### src/rtl/instr_fetch_decode.sv
// Instruction fetch/decode front end: 3-state fetch FSM, instruction register and opcode decode.
// Optional fetch timeout (16 WAIT cycles) is built only when FETCH_TIMEOUT_EN is defined.
module instr_fetch_decode (
  input  logic        clk,
  input  logic        rst_n,
  input  logic        fetch_req,
  input  logic [31:0] pc,
  input  logic        instr_consume,
  input  logic [31:0] mem_rdata,
  input  logic        mem_ack,
  output logic        mem_rd,
  output logic [31:0] mem_addr,
  output logic        instr_valid,
  output logic [3:0]  instr,
  output logic        illegal,
  output logic [4:0]  rs,
  output logic [4:0]  rt,
  output logic [4:0]  rd,
  output logic [31:0] imm_sext,
  output logic [25:0] target,
  output logic        fetch_err
);

  localparam logic [1:0] ST_IDLE  = 2'd0;
  localparam logic [1:0] ST_WAIT  = 2'd1;
  localparam logic [1:0] ST_VALID = 2'd2;

  logic [1:0]  state_q, state_d;
  logic        mem_rd_q, mem_rd_d;
  logic [31:0] mem_addr_q, mem_addr_d;
  logic [31:0] ir_q, ir_d;
  logic        instr_valid_q, instr_valid_d;
  logic        timeout_s;
  logic [5:0]  op_s;
  logic [5:0]  funct_s;
  logic [3:0]  instr_s;

`ifdef FETCH_TIMEOUT_EN
  logic [3:0] tmo_cnt_q, tmo_cnt_d;
  logic       fetch_err_q, fetch_err_d;

  assign timeout_s = (tmo_cnt_q == 4'd15);

  // WAIT-cycle counter; held at zero outside WAIT
  always_comb begin
    if (state_q == ST_WAIT) begin
      tmo_cnt_d = tmo_cnt_q + 4'd1;
    end else begin
      tmo_cnt_d = 4'd0;
    end
    fetch_err_d = (state_q == ST_WAIT) && !mem_ack && timeout_s;
  end

  // timeout counter and error pulse registers
  always_ff @(posedge clk) begin
    if (!rst_n) begin
      tmo_cnt_q   <= 4'd0;
      fetch_err_q <= 1'b0;
    end else begin
      tmo_cnt_q   <= tmo_cnt_d;
      fetch_err_q <= fetch_err_d;
    end
  end

  assign fetch_err = fetch_err_q;
`else
  assign timeout_s = 1'b0;
  assign fetch_err = 1'b0;
`endif

  // fetch FSM next-state; an accepted ack wins over a simultaneous timeout
  always_comb begin
    state_d       = state_q;
    mem_rd_d      = mem_rd_q;
    mem_addr_d    = mem_addr_q;
    ir_d          = ir_q;
    instr_valid_d = instr_valid_q;
    case (state_q)
      ST_IDLE: begin
        if (fetch_req) begin
          state_d    = ST_WAIT;
          mem_addr_d = pc;
          mem_rd_d   = 1'b1;
        end else begin
          state_d = ST_IDLE;
        end
      end
      ST_WAIT: begin
        if (mem_ack) begin
          state_d       = ST_VALID;
          ir_d          = mem_rdata;
          mem_rd_d      = 1'b0;
          instr_valid_d = 1'b1;
        end else if (timeout_s) begin
          state_d  = ST_IDLE;
          mem_rd_d = 1'b0;
        end else begin
          state_d = ST_WAIT;
        end
      end
      ST_VALID: begin
        if (instr_consume) begin
          instr_valid_d = 1'b0;
          if (fetch_req) begin
            state_d    = ST_WAIT;
            mem_addr_d = pc;
            mem_rd_d   = 1'b1;
          end else begin
            state_d = ST_IDLE;
          end
        end else begin
          state_d = ST_VALID;
        end
      end
      default: begin
        state_d       = ST_IDLE;
        mem_rd_d      = 1'b0;
        instr_valid_d = 1'b0;
      end
    endcase
  end

  // FSM, address, strobe and instruction registers
  always_ff @(posedge clk) begin
    if (!rst_n) begin
      state_q       <= ST_IDLE;
      mem_rd_q      <= 1'b0;
      mem_addr_q    <= 32'd0;
      ir_q          <= 32'd0;
      instr_valid_q <= 1'b0;
    end else begin
      state_q       <= state_d;
      mem_rd_q      <= mem_rd_d;
      mem_addr_q    <= mem_addr_d;
      ir_q          <= ir_d;
      instr_valid_q <= instr_valid_d;
    end
  end

  assign op_s    = ir_q[31:26];
  assign funct_s = ir_q[5:0];

  // opcode/funct to FSM instruction code
  always_comb begin
    instr_s = 4'hF;
    case (op_s)
      6'h0E: instr_s = 4'd0;
      6'h23: instr_s = 4'd1;
      6'h2B: instr_s = 4'd2;
      6'h02: instr_s = 4'd6;
      6'h03: instr_s = 4'd7;
      6'h05: instr_s = 4'd9;
      6'h00: begin
        case (funct_s)
          6'h20:   instr_s = 4'd3;
          6'h22:   instr_s = 4'd4;
          6'h2A:   instr_s = 4'd5;
          6'h08:   instr_s = 4'd8;
          default: instr_s = 4'hF;
        endcase
      end
      default: instr_s = 4'hF;
    endcase
  end

  assign mem_rd      = mem_rd_q;
  assign mem_addr    = mem_addr_q;
  assign instr_valid = instr_valid_q;
  assign instr       = instr_s;
  assign illegal     = instr_valid_q && (instr_s == 4'hF);
  assign rs          = ir_q[25:21];
  assign rt          = ir_q[20:16];
  assign rd          = ir_q[15:11];
  assign imm_sext    = {{16{ir_q[15]}}, ir_q[15:0]};
  assign target      = ir_q[25:0];

endmodule

### config.mk
export PLATFORM = sky130hd
export DESIGN_NAME = instr_fetch_decode
export DESIGN_NICKNAME = d
export VERILOG_FILES = /design/src/rtl/instr_fetch_decode.sv
export SDC_FILE = /design/constraint.sdc
export NUM_CORES = 1
export LEC_CHECK = 0
export CORE_MARGIN = 3
export CORE_UTILIZATION = 35
export DETAILED_ROUTE_END_ITERATION = 12
export GPL_ROUTABILITY_DRIVEN = 0
export GPL_TIMING_DRIVEN = 0
export PLACE_DENSITY_LB_ADDON = 0.1
export SKIP_CTS_REPAIR_TIMING = 1
export SLEW_MARGIN = 20
export SYNTH_ARGS = -nofsm -noshare
export SYNTH_HDL_FRONTEND = slang
export SYNTH_SLANG_ARGS = --single-unit
### constraint.sdc
create_clock -name clk -period 1.4 [get_ports clk]
set_input_delay 0.21 -clock clk [delete_from_list [all_inputs] [get_ports clk]]
set_output_delay 0.21 -clock clk [all_outputs]
set_load 0.02 [all_outputs]
==> results.yml <==
logic_synthesis:
  ys.flop_type: "dfxtp_1"
  synth_largest_area_cell: "dfxtp_1"
  synthesis.nets: 476
  yosys-top-cells-area: "dfxtp_1 (41%), buf_4 (17%), nand2_1 (15%)"
  synth_common_cells: "nand2_1 (135), buf_4 (74), dfxtp_1 (68), a21boi_0 (59), clkbuf_1 (16)"
  yosysMostFrequentCell: "nand2_1"
  yosysUniqueCellTypes: 30
  syn_inst: 407
  synth.ff_latch_count: 68
  yosysSeqAreaShare_pct: 41.4
  synth-edff-count: 0
  synth_top_area_share_pct: 41.4
  synth.avg_cell_area_um2: 8.07
  synthArstFlopShare_pct: 0
  yosys_warnings: 0
  syn_area_um2: 3290
run:
  cap_viol_max_count: 0
routing:
  dr_total_vias: 3255
  wirelength_met1_mm: 3.76
  wl_per_cell_um: 13.1
  first_iter_violations: 67
  met2_length_mm: 4.62
  firstDrtPassIters: 4
  ant_nets: 0
  wl_met3_mm: 1.02
  highest_layer: "met4"
  postRouteWirelength_mm: 9.48
  drc_errors: 0
  vias_per_cell: 4.50
timing:
  skew_ns: 0.00885
  setup_ws_ns: -0.689
  fin_setup_tns_ns: -3.12
  finalMaxSlewViolations: 0
  timing.final.crit_share_pct: 149
  max_freq_mhz: 479
  hold_ws_ns: 0.267
  setup_viol: 5
  hold_viol: 0
  rsz0062_at_grt: "true"
  period_needed_ns: 2.09
finish:
  layout-drive-gt1-share_pct: 25.5
  multi_input_area_um2: 1330
  final_core_util_pct: 65.2
  seqCellArea_um2: 1390
  nFillCells: 800
  postLayoutCellArea_um2: 5820
  syn2layout_area_growth_pct: 77.2
  diodes: 0
  layout.nets: 680
clocking:
  numCtsBuffers: 9
  worstSkewPairLatency_ns: 0.34
  cts_root_buffer: "clkbuf_8"
  h-tree-depth: 3
  clkTransAtPathRegs_ns: 0.07
  clockBufferDepth: 2
  cts_tree: "built"
  clock-sinks: 68
critical_path:
  end_kind: "output port"
  slowest_stage: "or4b_1"
  cp.arrival_ns: 1.88
  critPathKind: "flop to output port"
  cp-start-kind: "flop"
  crit_chain: "or4b_1, nand2_1, a22oi_2, or3_4, buf_6"
  reg2reg_slack_ns: 0.10
  reg2reg_depth: 6
  required_ns: 1.19
  cp_max_fo: 4
  slowest_delay_ns: 0.52
die:
  io_pins: 182
  initial_core_util_pct: 36.8
  core-area_um2: 8930
  die_area_um2: 10600
  die_y_um: 103
  die_w_um: 103
  rows: 34
place:
  hpwlAfterDp_mm: 6.96
  place_area_um2: 5240
  io_buffers: 179
global_routing:
  grt_pass1_wl_mm: 13.8
  grt_pass1_vias: 2960
  antenna_found_initial: 0
  grt_overflow: 0
  grt_use_total_pct: 16.5
  grt_max_degree: 21
run_status:
  violations: "negative setup slack"
  status: "complete, but fails checks"
worst_hold_path:
  hp-class: "primary input to flop"
  holdPathStages: 2
pwr:
  leakage_nw: 3.91
  ir_drop_uv: 517
  p_total_mw: 4.99
  power_density_nw_per_um2: 858
==> registers in the layout, summed over array words and instances (netlist names) <==
register / cells
ir_q: 32
instr_valid: 1
mem_rd: 1
mem_addr: 32
state_q: 2
==> report_power, final <==
part / internal (mW) / switching [mW] / leakage (nW)
Clock: 0.923 / 0.763 / 0.102
Combinational: 0.659 / 0.549 / 3.25
Sequential: 2.03 / 0.0705 / 0.563
==> worst paths after layout <==
path / start / to
worst max-delay path: ir_q[27] / instr[1]
worst max register to register: state_q[0] / ir_q[20]
worst min register to register: mem_addr[2] / mem_addr[2]
worst min-delay path: rst_n / mem_addr[8]
==> worst max-delay path, delay by kind of cell, from the launching register on <==
| family | cells | cell delay [ns] |
|---|---|---|
| AOI/OAI and AO/OA | 1 | 0.10 |
| and+or+nand+nor | 3 | 0.96 |
| buffers and inverters | 1 | 0.14 |
| DFF | 1 | 0.35 |
==> layout by cell type, fill, tap and decap left out, drive strengths merged, types with 2 or more instances in the layout <==
cell type | netlist | routed
and3 | 3 | 3
nor2 | 6 | 6
dfxtp | 68 | 68
nand2 | 135 | 135
o21ai | 6 | 6
clkdlybuf4s50 | 0 | 67
inv | 1 | 2
a21boi | 68 | 68
nand3b | 2 | 2
clkinvlp | 0 | 2
or3 | 2 | 2
nand3 | 4 | 4
buf | 78 | 98
a21oi | 2 | 2
dlymetal6s2s | 0 | 94
clkbuf | 16 | 39
a211o | 2 | 2
==> cells by family after synthesis <==
family | count (synthesis) | synth area share (%)
AO/OA/AOI/OAI | 81 | 18.3
XOR/XNOR | 1 | 0.267
buffers and inverters | 95 | 19.5
flip-flops | 68 | 41.4
other | 1 | 0.114
AND/OR/NAND/NOR | 161 | 20.4
==> routing by layer <==
layer / vias to the layer above / global-route usage, %
met3: 5 / 6.97
met2: 123 / 27.6
met4: 0 / 5.08
met1: 1478 / 19.2
met5: - / 0
li1: 1649 / -
==> through the flow <==
stage / setup slack [ns] / std cells
after floorplan: -0.237 / 407
after global placement: -0.747 / 694
after detailed placement: -0.770 / 694
after CTS: -1.17 / 710
after global routing: -0.761 / 724
final: -0.689 / 724
==> cell type report <==
| class | instances | share of cell area [%] |
|---|---|---|
| Multi-Input combinational cell | 244 | 22.8 |
| Timing Repair Buffer | 194 | 35.9 |
| Sequential cell | 68 | 23.9 |
| Clock inverter | 5 | 1.01 |
| Buffer | 93 | 11.4 |
| Clock buffer | 11 | 2.60 |
| Tap cell | 108 | 2.32 |
| Inverter | 1 | 0.0645 |
(Power assumes the default switching activity.)
